File: src/rtl/acq_sequencer.sv
// Acquisition trigger sequencer.
// Walks a capture through pre-trigger fill, holdoff, trigger wait and
// post-trigger fill. The FIFO address counter is told when a trigger has
// been accepted. Every output is registered and changes on the same edge
// as State.
module acq_sequencer #(
    parameter int AUTO_W = 24,
    parameter int HOLD_W = 16
) (
    input  logic              Wclk,
    input  logic              ClrW,
    input  logic              Arm,
    input  logic              Abort,
    input  logic [1:0]        Mode,
    input  logic              TrigIn,
    input  logic              ForceTrig,
    input  logic              Sampled,
    input  logic              Full,
    input  logic [AUTO_W-1:0] AutoTime,
    input  logic [HOLD_W-1:0] Holdoff,
    output logic              Start,
    output logic              Busy,
    output logic              Done,
    output logic              TrigType,
    output logic [2:0]        State
);

    typedef enum logic [2:0] {
        S_IDLE = 3'd0,
        S_PRE  = 3'd1,
        S_HOLD = 3'd2,
        S_WAIT = 3'd3,
        S_POST = 3'd4,
        S_DONE = 3'd5
    } state_t;

    state_t            state_q, state_d;
    logic [HOLD_W-1:0] hold_cnt_q, hold_cnt_d;
    logic [AUTO_W-1:0] auto_cnt_q, auto_cnt_d;
    logic              trig_in_d;
    logic              trig_type_d;
    logic              start_d, busy_d, done_d;
    logic              trig_edge;
    logic              auto_hit;

    // A level that was already high the cycle before is not a trigger.
    assign trig_edge = TrigIn & ~trig_in_d;
    // Only auto mode may time out; modes 00, 10 and 11 wait forever.
    assign auto_hit  = (Mode == 2'b01) && (auto_cnt_q == AutoTime);
    assign State     = state_q;

    // Next-state, counter and registered-output decode.
    always_comb begin
        // NOTE: every signal assigned here gets a default first, so no path leaves one unassigned and infers a latch.
        state_d     = state_q;
        hold_cnt_d  = hold_cnt_q;
        auto_cnt_d  = auto_cnt_q;
        trig_type_d = TrigType;

        if (Abort) begin
            // Abort outranks every other transition.
            state_d     = S_IDLE;
            trig_type_d = 1'b0;
        end else begin
            case (state_q)
                S_IDLE: begin
                    if (Arm) state_d = S_PRE;
                end
                S_PRE: begin
                    if (Sampled) begin
                        state_d    = S_HOLD;
                        hold_cnt_d = '0;
                    end
                end
                S_HOLD: begin
                    hold_cnt_d = hold_cnt_q + HOLD_W'(1);
                    if (hold_cnt_q == Holdoff) begin
                        state_d    = S_WAIT;
                        auto_cnt_d = '0;
                    end
                end
                S_WAIT: begin
                    if (auto_cnt_q != '1) auto_cnt_d = auto_cnt_q + AUTO_W'(1);
                    if (trig_edge || ForceTrig || auto_hit) begin
                        state_d     = S_POST;
                        // A real edge wins over a coincident force or timeout.
                        trig_type_d = ~trig_edge;
                    end
                end
                S_POST: begin
                    if (Full) state_d = S_DONE;
                end
                S_DONE: begin
                    state_d = S_DONE;
                end
                default: begin
                    state_d = S_IDLE;
                end
            endcase
        end

        start_d = (state_d == S_POST) || (state_d == S_DONE);
        busy_d  = (state_d == S_PRE) || (state_d == S_HOLD) ||
                  (state_d == S_WAIT) || (state_d == S_POST);
        done_d  = (state_d == S_DONE);
    end

    // State, counters, trigger history and outputs; ClrW clears everything at once.
    always_ff @(posedge Wclk or posedge ClrW) begin
        if (ClrW) begin
            state_q    <= S_IDLE;
            hold_cnt_q <= '0;
            auto_cnt_q <= '0;
            trig_in_d  <= 1'b0;
            TrigType   <= 1'b0;
            Start      <= 1'b0;
            Busy       <= 1'b0;
            Done       <= 1'b0;
        end else begin
            // NOTE: non-blocking assignments so every register samples pre-edge values regardless of statement order.
            state_q    <= state_d;
            hold_cnt_q <= hold_cnt_d;
            auto_cnt_q <= auto_cnt_d;
            trig_in_d  <= TrigIn;
            TrigType   <= trig_type_d;
            Start      <= start_d;
            Busy       <= busy_d;
            Done       <= done_d;
        end
    end

endmodule

File: config.mk
export PLATFORM = sky130hd
export DESIGN_NAME = acq_sequencer
export DESIGN_NICKNAME = d
export VERILOG_FILES = /design/src/rtl/acq_sequencer.sv
export SDC_FILE = /design/constraint.sdc
export NUM_CORES = 1
export LEC_CHECK = 0
export CORE_AREA = 2 2 92 94
export DETAILED_ROUTE_END_ITERATION = 6
export DIE_AREA = 0 0 94 96
export PLACE_DENSITY_LB_ADDON = 0.2
export SYNTH_ARGS = -nofsm -noshare
export SYNTH_HDL_FRONTEND = slang
export SYNTH_SLANG_ARGS = --single-unit
File: constraint.sdc
create_clock -name Wclk -period 4 [get_ports Wclk]
set_clock_uncertainty 0.1 [all_clocks]
set_input_delay 0.8 -clock Wclk [delete_from_list [all_inputs] [get_ports Wclk]]
set_output_delay 0.8 -clock Wclk [all_outputs]
set_load 0.01 [all_outputs]
---- After elaboration in Yosys (flattened, before gate mapping) ----
Cells that the tools add are included.
storage, ports and cells
  latch bits .............................. 0
  logic and storage cells ................. 61
  output and inout bits ................... 7
  memory bits (writable) .................. 0
  register bits after elaboration ......... 48
  memories kept ........................... 0
  bits of input ports ..................... 50
  bits in read-only memories .............. 0
cells by class
  reduce and logical (&&, ||, !) cells .... 15
  divide/modulo/power cells ............... 0
  multiplexer cells ....................... 15
  bitwise operators ....................... 4
  shift operators ......................... 0
  $add $sub $neg .......................... 2
  $mul .................................... 0
  $lt $le $gt $ge ......................... 0
  eq/ne operators ......................... 17
operator list
  cell                   count
  $mux 24                2
  $pmux 24 s2            1
  $pmux 16 s2            1
  $add 24x1->24 const B  1
  $eq 24x24->1           1
  $ne 24x24->1 const B   1
  $mux 3                 6
  $pmux 3 s6             1
  $add 16x1->16 const B  1
  $eq 16x16->1           1
  $mux 16                1
  $eq 3x2->1 const B     4
  $eq 3x3->1 const B     4
  $reduce_bool 2->1      4
  $eq 3x1->1 const B     2
  $logic_or 1x1->1       6
  $ne 2x2->1 const B     3
  $reduce_and 4->1       1
  $logic_not 3->1        1
  $mux 1                 3
  $not 1->1              3
  $reduce_and 3->1       1
  $eq 2x1->1 const B     1
  $reduce_and 2->1       1
  other kinds (2)        2

---- Depth between registers and ports, before layout ----
  word-level depth ........................ 11
  depth in mapped cells ................... 9
  mapped depth without buffers ............ 6

---- Worst setup path after synthesis ----
OpenSTA, ideal clock, no wires.
  path type ............................... in2reg
  start point ............................. in Abort
  end point ............................... reg hold_cnt_q[12]
  buffers on the path ..................... 1
  path slack .............................. 1.507 ns
  stages .................................. 7
  arrival time ............................ 2.261 ns
  required time ........................... 3.768 ns
  cell sequence ........................... clkbuf_2 nor4b_4 a21oi_1 or4b_1 nor2b_1 xnor2_1 nor2_1
between the ends
  word-level cells in the longest chain between the ends .. 2
RTL lines
  what                               RTL line  source
  from (decl)                        13        input logic Abort,
  $not 1->1 (no source line)         -
  $reduce_and 3->1 (no source line)  -
  to (signal assigned)               122       hold_cnt_q <= hold_cnt_d;
  to (decl)                          38        logic [HOLD_W-1:0] hold_cnt_q, hold_cnt_d;
No other way between the ends.
A chain may end at the register's enable or synchronous reset.

---- Worst setup path in the final report ----
  start point ............................. in Holdoff[6]
  end point ............................... reg auto_cnt_q[9]
between the ends
  word-level cells in the longest chain between the ends .. 3
RTL lines
  what                               RTL line  source
  from (decl)                        20        input logic [HOLD_W-1:0] Holdoff,
  $eq 16x16->1                       77        if (hold_cnt_q == Holdoff) begin
  $ne 2x2->1 (no source line)        -
  $reduce_and 4->1 (no source line)  -
  to (signal assigned)               123       auto_cnt_q <= auto_cnt_d;
  to (decl)                          39        logic [AUTO_W-1:0] auto_cnt_q, auto_cnt_d;
No other way between the ends.

==> flow_summary.toml <==
[sta]
finalSetupViolCount = 0
max_clock_freq_ghz = 0.332
finalCritPeriodShare_pct = 75.3
rsz0062_at_grt = "false"
slew-limit-headroom_pct = 32.5
tns_ps = 0
actual_transition_at_the_worst_max_transition_pin_ps = 1010
final_hold_viol_count = 0
final-max-slew-violation-count = 0
fin_worst_hold_slack_ps = 453
timing.final.crit_period_ps = 3010

[clock_network]
post_cts.repair.setup_buffers = 0
ctsHoldBuffers = 0
cts.htree.levels = 2
clock_latency_ps = 300
cts.root.buffer_cell = "sky130_fd_sc_hd__clkbuf_8"
cts_repair_resize_count = 0
clk_path_buf_depth = 2
cts-buffers-inserted = 5
tritoncts = "built"
cts_sinks = 48
cts.clk_slew.worst_paths_ps = 90

[floorplanning]
floorplan.core_area_sq_um = 8050
floorplan.die.width_um = 94
full_die_area_sq_um = 9020
num_rows = 33
vertical_extent_of_the_die_um = 96
initial_standard_cell_utilization_of_the_core_pct = 39.3
count_of_boundary_i_o_pins = 57

[logic_synthesis]
synth_warnings = 0
asyncSetResetFlopFracSynth_pct = 100
postSynthNetCount = 397
synth-main-ff-cell = "sky130_fd_sc_hd__dfrtp_1"
yosysUniqueCellTypes = 52
post_synth_inst_count = 345
synth-edff-count = 0
synthDominantCellAreaShare_pct = 37.9
synth_area_leaders = "sky130_fd_sc_hd__dfrtp_1, sky130_fd_sc_hd__xor2_1, sky130_fd_sc_hd__xnor2_1, sky130_fd_sc_hd__o31ai_1, sky130_fd_sc_hd__nand2_1"
yosys_register_bits = 48
synth.yosys.seq_area_share_pct = 37.9
syn_area_sq_um = 3170
synth_top_area_cell = "sky130_fd_sc_hd__dfrtp_1"
synthesis.area_per_instance_sq_um = 9.18

[finish]
fillerInstances = 771
finish.net_count = 445
syn_to_final_growth_pct = 23.1
multiInputGateArea_sq_um = 1840
antenna_cells_inserted = 0
layout-drive-gt1-share_pct = 7.11
register_area_sq_um = 1200

[placement]
gp_routability_congestion = 0.793
numPortBuffers = 56
dp.final_hpwl_um = 5700

[global_routing]
antenna_found_initial = 0
grt_first_pass_wirelength_um = 13000
grt_pass1_vias = 2721
grt_start_max_net_pins = 49
grt.total_usage_pct = 18.3
gr-total-overflow = 0

[route]
drc_violation_count_after_routing = 0
drtIter0Drc = 138
detail_route.first_pass.iterations = 4
drt-total-wl_um = 7680
num_vias = 2666
ant_nets = 0
post_drt_via_cell_ratio = 5.34
post_drt_wl_per_cell_um = 15.4

[setup_path]
dominant_delay_contributor_by_cell_family_on_the_critical_path = "simple AND/OR/NAND/NOR gates"
timing.critical_path.to_type = "register"
timing_worst_setup_path_type = "in2reg"
crit_fanout = 25
crit_path_cell_trace = "clkdlybuf4s50_1 -> xnor2_1 -> nand4_1 -> nor3_1 -> a21oi_2 -> or3_1 -> o41ai_2"
worstPathArrival_ps = 3120
slowest_delay_ps = 570
timing.critical_path.buf_inv = 1
worst_path_max_delay_cell = "sky130_fd_sc_hd__or3_1"
crit_path_start_kind = "input pin"
worstPathRequired_ps = 4110

[power_and_ir_drop]
power-per-cell-area_nw_per_um2 = 275
leakagePower_uw = 0.00157
worst_ir_drop_vdd_uv = 134

[run]
timing.max_cap.violations = 0

[outcome]
run_status = "completed"

[hold_path]
holdCritPathClass = "reg2reg"
## registers in the layout, summed over array words and instances, names as in the netlist
name,flops
hold_cnt_q,16
trig_in_d,1
Start,1
Busy,1
TrigType,1
auto_cnt_q,24
State,3
Done,1
## layout by cell type, fill, tap and decap left out, drive strengths merged, types with 8 or more instances in the layout
cell,Yosys,final
dfrtp,48,48
o31ai,21,21
or4,9,9
o21ai,14,14
nand3,22,22
and3,8,8
nor4,11,11
nand2,30,30
nor2,27,27
clkdlybuf4s50,0,56
xor2,31,31
a21oi,16,16
xnor2,21,21
nand4,8,8
## synth_stat cells (2+ instances only)
master and instances:
sky130_fd_sc_hd__o31ai_1 21, sky130_fd_sc_hd__nor4_1 8, sky130_fd_sc_hd__a21oi_1 15, sky130_fd_sc_hd__nand3b_1 2, sky130_fd_sc_hd__or3_1 4, sky130_fd_sc_hd__a31oi_1 3
sky130_fd_sc_hd__ha_1 2, sky130_fd_sc_hd__nand3_1 22, sky130_fd_sc_hd__xnor2_1 21, sky130_fd_sc_hd__dfrtp_1 48, sky130_fd_sc_hd__buf_6 2, sky130_fd_sc_hd__clkbuf_1 9
sky130_fd_sc_hd__inv_1 5, sky130_fd_sc_hd__nor3_2 2, sky130_fd_sc_hd__o21ai_0 13, sky130_fd_sc_hd__o211ai_1 2, sky130_fd_sc_hd__or4_1 8, sky130_fd_sc_hd__and3_1 7
sky130_fd_sc_hd__nor2_1 27, sky130_fd_sc_hd__mux2_2 2, sky130_fd_sc_hd__mux2i_1 5, sky130_fd_sc_hd__nand4_1 7, sky130_fd_sc_hd__and2_1 4, sky130_fd_sc_hd__nor2b_1 5
sky130_fd_sc_hd__nand2_1 30, sky130_fd_sc_hd__nand2b_1 7, sky130_fd_sc_hd__nor4_4 2, sky130_fd_sc_hd__buf_2 4, sky130_fd_sc_hd__xor2_1 31, sky130_fd_sc_hd__nor3_1 5
## cell families after synthesis
logic type,synth area share [%]
compound gates,12.6
simple gates,27.9
xor+xnor,14.4
fa+ha+maj,0.790
mux,2.29
buf+inv,4.03
flops,37.9
## power by group
group	total, uW	switching (uW)	internal (uW)
logic	153	64.7	88.2
clock network	389	168	221
registers	530	28.5	501
## metrics by stage
| step | util, % | worst slack [ps] | area [sq um] | total power, uW | std cells |
|---|---|---|---|---|---|
| detailed placement | 46.9 | 639 | 3770 | 695 | 491 |
| global route | 48.4 | 816 | 3900 | 1120 | 499 |
| global placement | 46.9 | 696 | 3770 | 693 | 491 |
| floorplan | - | 1510 | 3170 | 612 | 345 |
| finish | 48.4 | 988 | 3900 | 1070 | 499 |
| CTS | 48.4 | 958 | 3900 | 1080 | 499 |
## layout make-up
cell class              count  share of cell area [%]
multi-input cells         274                    47.1
clock inverters             1                   0.770
clock buffers               7                    2.47
well taps                 105                    3.37
inverters                   5                   0.481
flip-flops and latches     48                    30.8
repair buffers             59                    15.0
## path summary, 6_finish.rpt
kind                            depth (start not counted)                          to                       start  slack, ps
worst max-delay path                                    7   auto_cnt_q[9]$_DFFE_PP0P_                  Holdoff[6]        990
worst min-delay path                                    1  auto_cnt_q[22]$_DFFE_PP0P_  auto_cnt_q[22]$_DFFE_PP0P_        450
worst max register to register                          6   auto_cnt_q[2]$_DFFE_PP0P_   auto_cnt_q[5]$_DFFE_PP0P_       1100
worst min register to register                          1  auto_cnt_q[22]$_DFFE_PP0P_  auto_cnt_q[22]$_DFFE_PP0P_        450
max in group asynchronous                               2   auto_cnt_q[1]$_DFFE_PP0P_                        ClrW       2230
min in group asynchronous                               2  hold_cnt_q[15]$_DFFE_PP0P_                        ClrW        960
## routing by layer
metal	up-vias	track usage (%)	share of wire (%)
met5	-	0	0
met4	0	5.19	1.2
met3	9	2.74	3.9
met2	57	30.8	47
met1	1266	24.5	48
li1	1334	-	-
## worst register-to-register path: cells and delay by family (launching register included)
family	cells	cell delay, ps
and+or+nand+nor	3	1080
AOI/OAI and AO/OA	3	1080
DFF	1	520
Note: power is estimated with default switching activity, not from simulation.
==> patch 1: new RTL, same settings <==
The parameter `AUTO_W` goes from 24 to 48.
--- a/src/rtl/acq_sequencer.sv
+++ b/src/rtl/acq_sequencer.sv
@@ -4,7 +4,7 @@
 // been accepted. Every output is registered and changes on the same edge
 // as State.
 module acq_sequencer #(
-    parameter int AUTO_W = 24,
+    parameter int AUTO_W = 48,
     parameter int HOLD_W = 16
 ) (
     input  logic              Wclk,
Ports: changed (resized AutoTime); port bits go from 57 to 81. The function was not compared with the original's and may differ.
==> patch 1 against the original RTL <==
The run now ends with DRC left; final cell count up 52%; routed wire length rose by 88%; sequential power up 51%; area after synthesis is 60% higher; power grew 53%; via count rose by 85%; setup slack got worse by 0.12 ns; cell area is 56% higher; critical path depth is the same; sequential cell count increased by 24; non-clock buffer count rose by 29; register-to-register slack worse by 0.07 ns; first-iteration DRC count increased to 2.8 times the old value; critical path type unchanged; critical endpoint is now auto_cnt_q[38]; highest routed layer unchanged.
==> patch 1: results (changes against the original RTL) <==
* **routed length on met1** 5.65 mm, +54%
* **number of iterations in the first detailed-routing pass** 7, +3
* **synth warn** 0, unchanged
* **delay of the slowest critical-path stage** 0.64 ns, +0.07 ns
* **timing startpoint of the critical path** Holdoff[11]
* **fraction of met2 tracks used by global routing** 54.2%, +23 points
* **proportion of synthesized chip area in sequential cells** 35.7%, -2.3 points
* **non-filler instance count after layout** 759, +52%
* **max FFs per register** 48, +100%
* **most repeated cell in the gate-level netlist after synthesis** sky130_fd_sc_hd__dfrtp_1
* **leading register cell type out of synthesis** sky130_fd_sc_hd__dfrtp_1
* **dpl hpwl** 10.6 mm, +85%
* **worst reg2reg path endpoint** auto_cnt_q[25]
* **source of the worst register-to-register timing path** auto_cnt_q[1]
* **global-route wire length before repair** 22.9 mm, +75%
* **violated checks** DRC
* **cells on worst reg2reg path** 8, +2
* **fraction of layout instances using a drive strength above 1** 6.88%, -0.23 points
* **maximum vdd drop** 0.000217 V, +62%
* **met3 Use GR** 6.34%, +3.6 points
* **total length of routed met2 wires** 6.89 mm, +90%
* **net total in the final layout** 725, +63%
* **status** finished with violations
* **number of global-route vias before repair** 4696, +73%
* **timing endpoint of the critical path** auto_cnt_q[38]
* **final RePlAce weighted congestion** 1.03, +30%
* **Residual DRC** 2, +2
* **actual transition at the worst max-transition pin** 0.852 ns, -0.161 ns
* **average detailed-routed wire length per instance** 19.0 um, +24%
* **largest cells by area after synthesis** sky130_fd_sc_hd__dfrtp_1, sky130_fd_sc_hd__xnor2_1, sky130_fd_sc_hd__nand4_1
* **internal reg-to-reg setup slack** 1.03 ns, -0.07 ns
* **clock buffers created by TritonCTS** 9, +4
* **Placed Cells incl. Taps** 743, +51%
* **All-Layer GR Usage** 32.8%, +15 points
* **pin count of the biggest net entering global routing** 61, +24%
* **Skew-Pair Late Insertion Delay** 0.36 ns, +0.06 ns
* **vias after detailed routing** 4922, +85%
* **highest metal layer used by the detailed router** met4
* **antenna diode count** 0, unchanged
* **GR Util met1** 40.6%, +16 points
* **CTS H-tree depth** 3, +1
* **DRT iter0 DRCs** 388, +180%
* **CP max FO** 60, +140%
* **wire length on met3** 1.29 mm, +330%
* **highest-delay cell along the critical path** sky130_fd_sc_hd__or3_4
* **leading post-synthesis cells by instance count** sky130_fd_sc_hd__dfrtp_1, sky130_fd_sc_hd__xnor2_1, sky130_fd_sc_hd__nand2_1, sky130_fd_sc_hd__nand4_1, sky130_fd_sc_hd__nor2_1
* **Unique masters post-synth** 63, +21%
* **min-delay worst type** flop to flop
* **leakage component of the power** 0.00241 uW, +54%
* **Buffers on Ports** 80, +43%
* **net count after synthesis** 657, +65%
* **Avg Inst Size Synth** 8.70 um2, -5.3%
[patch 1: how the worst min path moves through the flow]
stage,startpoint,cells past startpoint,slack [ns],end
2_1_floorplan,auto_cnt_q[46],1,0.39,auto_cnt_q[46]
3_3_place_gp,TrigType,1,0.38,TrigType
3_5_place_dp,TrigType,1,0.39,TrigType
4_1_cts,TrigType,1,0.41,TrigType
5_1_grt,TrigType,1,0.42,TrigType
6_report,TrigType,1,0.41,TrigType
[patch 1: layout make-up]
cell class	instances	area (um2)
Clock buffer	10	128
Clock inverter	6	60.1
Fill cell	590	1950
Inverter	13	48.8
Multi-Input combinational cell	465	3040
Sequential cell	72	1800
Tap cell	105	131
Timing Repair Buffer	88	886
[patch 1: metrics by stage]
| stage | cell area [um2] | worst slack, ns | utilization [%] | power, uW |
|---|---|---|---|---|
| after floorplan | 5050 | 1.28 | - | 934 |
| after global placement | 5910 | 0.623 | 73.4 | 1070 |
| after detailed placement | 5910 | 0.542 | 73.4 | 1080 |
| after CTS | 6100 | 0.894 | 75.7 | 1640 |
| after global routing | 6100 | 0.770 | 75.7 | 1700 |
| final | 6100 | 0.868 | 75.7 | 1640 |
[patch 1: power by group]
group | internal, uW | switching (uW)
clock | 285 | 287
sequential | 754 | 46.3
combinational | 142 | 127
[patch 1: cells by family (layout without fill, tap and decap cells)]
family	count (synthesis)	in the layout	share of synthesized area (%)
compound gates	80	80	10.7
xor+xnor	82	82	14.2
fa+ha+maj	2	2	0.495
buf+inv	44	117	4.11
flops	72	72	35.7
mux	13	13	2.60
simple gates	288	288	32.2
==> patch 2: new RTL, same flow settings <==
Without the edit above. Add an input register stage for `Mode`, without a reset; this delays it by one clock. The other inputs are not delayed to match.
--- a/src/rtl/acq_sequencer.sv
+++ b/src/rtl/acq_sequencer.sv
@@ -34,6 +34,12 @@
         S_DONE = 3'd5
     } state_t;
 
+    logic [1:0] Mode_q;
+
+    always_ff @(posedge Wclk) begin
+        Mode_q <= Mode;
+    end
+
     state_t            state_q, state_d;
     logic [HOLD_W-1:0] hold_cnt_q, hold_cnt_d;
     logic [AUTO_W-1:0] auto_cnt_q, auto_cnt_d;
@@ -46,7 +52,7 @@
     // A level that was already high the cycle before is not a trigger.
     assign trig_edge = TrigIn & ~trig_in_d;
     // Only auto mode may time out; modes 00, 10 and 11 wait forever.
-    assign auto_hit  = (Mode == 2'b01) && (auto_cnt_q == AutoTime);
+    assign auto_hit  = (Mode_q == 2'b01) && (auto_cnt_q == AutoTime);
     assign State     = state_q;
 
     // Next-state, counter and registered-output decode.
Check against the original RTL: not equivalent (Yosys sat finds a counterexample within 10 cycles, from zero or initial values).
==> patch 2 against the original RTL <==
Cell area decreased by 1.8%; sequential cell count increased by 2; setup slack worse by 0.036 ns; power decreased by 3.3%; maximum frequency shrank 1.2%; core utilization is 0.87 points lower; final cell count fell by 0.40%; first-iteration DRC count shrank 13%; combinational power is 11% higher; area after synthesis down 1.5%; non-clock buffer count is 1 higher; routed wire length decreased by 0.83%; largest cell class unchanged.
==> patch 2: results (changes against the original RTL) <==
* **number of instances resized during post-cts repair** 0, unchanged
* **Avg Inst Size Synth** 8.96 um2, -2.4%
* **Async S/R FF share, synth** 96.0%, -4.0 points
* **DRT iter0 DRCs** 120, -13%
* **leading post-synthesis cells by instance count** sky130_fd_sc_hd__dfrtp_1, sky130_fd_sc_hd__xor2_1, sky130_fd_sc_hd__nor2_1, sky130_fd_sc_hd__o31ai_1
* **CP max FO** 21, -16%
* **pin count of the biggest net entering global routing** 49, unchanged
* **maximum vdd drop** 0.000152 V, +14%
* **wirelength, routed** 7.61 mm, -0.83%
* **Post-Place Cell Area** 3740 um2, -0.90%
* **Placed Cells incl. Taps** 489, -0.41%
* **largest cells by area after synthesis** sky130_fd_sc_hd__dfrtp_1, sky130_fd_sc_hd__xor2_1, sky130_fd_sc_hd__o31ai_1
* **number of iterations in the first detailed-routing pass** 4, unchanged
* **proportion of synthesized chip area in sequential cells** 39.8%, +1.9 points
* **critical path arrival** 3.15 ns, +0.03 ns
* **clock root buffer** sky130_fd_sc_hd__clkbuf_8
* **net total in the final layout** 443, -0.45%
* **number of global-route vias before repair** 2515, -7.6%
* **Unique masters post-synth** 46, -12%
* **number of inserted filler cells in the final layout** 804, +4.3%
* **highest-delay cell along the critical path** sky130_fd_sc_hd__or3_4
* **final RePlAce weighted congestion** 0.837, +5.5%
* **vias after detailed routing** 2686, +0.75%
* **timing startpoint of the critical path** Holdoff[13]
* **delay of the slowest critical-path stage** 0.53 ns, -0.04 ns
* **source of the worst register-to-register timing path** auto_cnt_q[0]
* **leakage component of the power** 0.00152 uW, -3.3%
* **All-Layer GR Usage** 17.6%, -0.68 points
* **hold path start** auto_cnt_q[17]
* **Worst Hold Margin** 0.445 ns, -0.00818 ns
* **net count after synthesis** 400, +0.76%
* **status** finished clean
* **average detailed-routed wire length per instance** 15.3 um, -0.43%
* **normalized max-slew margin** 33.2%, +0.71 points
==> patch 2: cell count changes after synthesis, moves of 6 or more <==
| cell | before | now |
|---|---|---|
| sky130_fd_sc_hd__nand2_1 | 30 | 19 |
| sky130_fd_sc_hd__clkbuf_1 | 9 | 19 |
| sky130_fd_sc_hd__o31ai_1 | 21 | 30 |
| sky130_fd_sc_hd__or4_1 | 8 | 1 |
| sky130_fd_sc_hd__nand3_1 | 22 | 16 |
| sky130_fd_sc_hd__nand4_1 | 7 | 13 |
==> patch 2: kinds of logic after synthesis <==
family	Yosys count	share of synthesized area, %
AND/OR/NAND/NOR	126	21.8
flip-flops	50	39.8
multiplexers	1	0.321
buffers and inverters	34	4.45
XOR/XNOR	50	14.0
adder cells (fa/ha/maj)	2	0.802
AO/OA/AOI/OAI	85	18.8
==> patch 2: worst reg2reg max path, cell delays in order (launching register included) <==
cell and delay, ns:
sky130_fd_sc_hd__dfrtp_1 0.47, sky130_fd_sc_hd__ha_1 0.25, sky130_fd_sc_hd__nand4_1 0.22, sky130_fd_sc_hd__nor4_1 0.39, sky130_fd_sc_hd__a31oi_1 0.18, sky130_fd_sc_hd__a21oi_2 0.56, sky130_fd_sc_hd__buf_4 0.30, sky130_fd_sc_hd__o21ai_0 0.13
sky130_fd_sc_hd__a22o_1 0.19
==> patch 2: metrics by stage <==
stage	setup WS, ns	total power [uW]
6_report	0.952	1040
5_1_grt	0.797	1090
4_1_cts	0.952	1050
3_5_place_dp	0.624	745
3_3_place_gp	0.678	742
2_1_floorplan	1.39	658
==> patch 2: report_power, final <==
group	total [uW]	internal, uW	switching [uW]
clock	303	123	180
sequential	563	527	36.1
combinational	170	94.1	76.0
==> patch 2: path summary, 6_finish.rpt <==
kind / to / cells past startpoint
setup / recovery: auto_cnt_q[23] / 7
hold / removal: auto_cnt_q[17] / 1
setup reg to reg: auto_cnt_q[4] / 8
hold reg to reg: auto_cnt_q[17] / 1
max in group asynchronous: State[1] / 2
min in group asynchronous: hold_cnt_q[15] / 2
==> patch 2: routing by layer <==
layer,GRT usage (%),part of all wire (%),vias to the layer above
li1,-,-,1350
met2,26.7,45,52
met1,25.9,50,1276
met5,0,0,-
met3,3.52,3.3,8
met4,4.23,1.4,0
==> patch 2: layout make-up <==
class                           instances  area, um2  share of cell area [%]
Inverter                               10       37.5                   0.980
Clock buffer                            5       68.8                    1.80
Timing Repair Buffer                   60        591                    15.4
Clock inverter                          3       21.3                   0.556
Tap cell                              105        131                    3.43
Multi-Input combinational cell        264       1740                    45.4
Sequential cell                        50       1240                    32.4
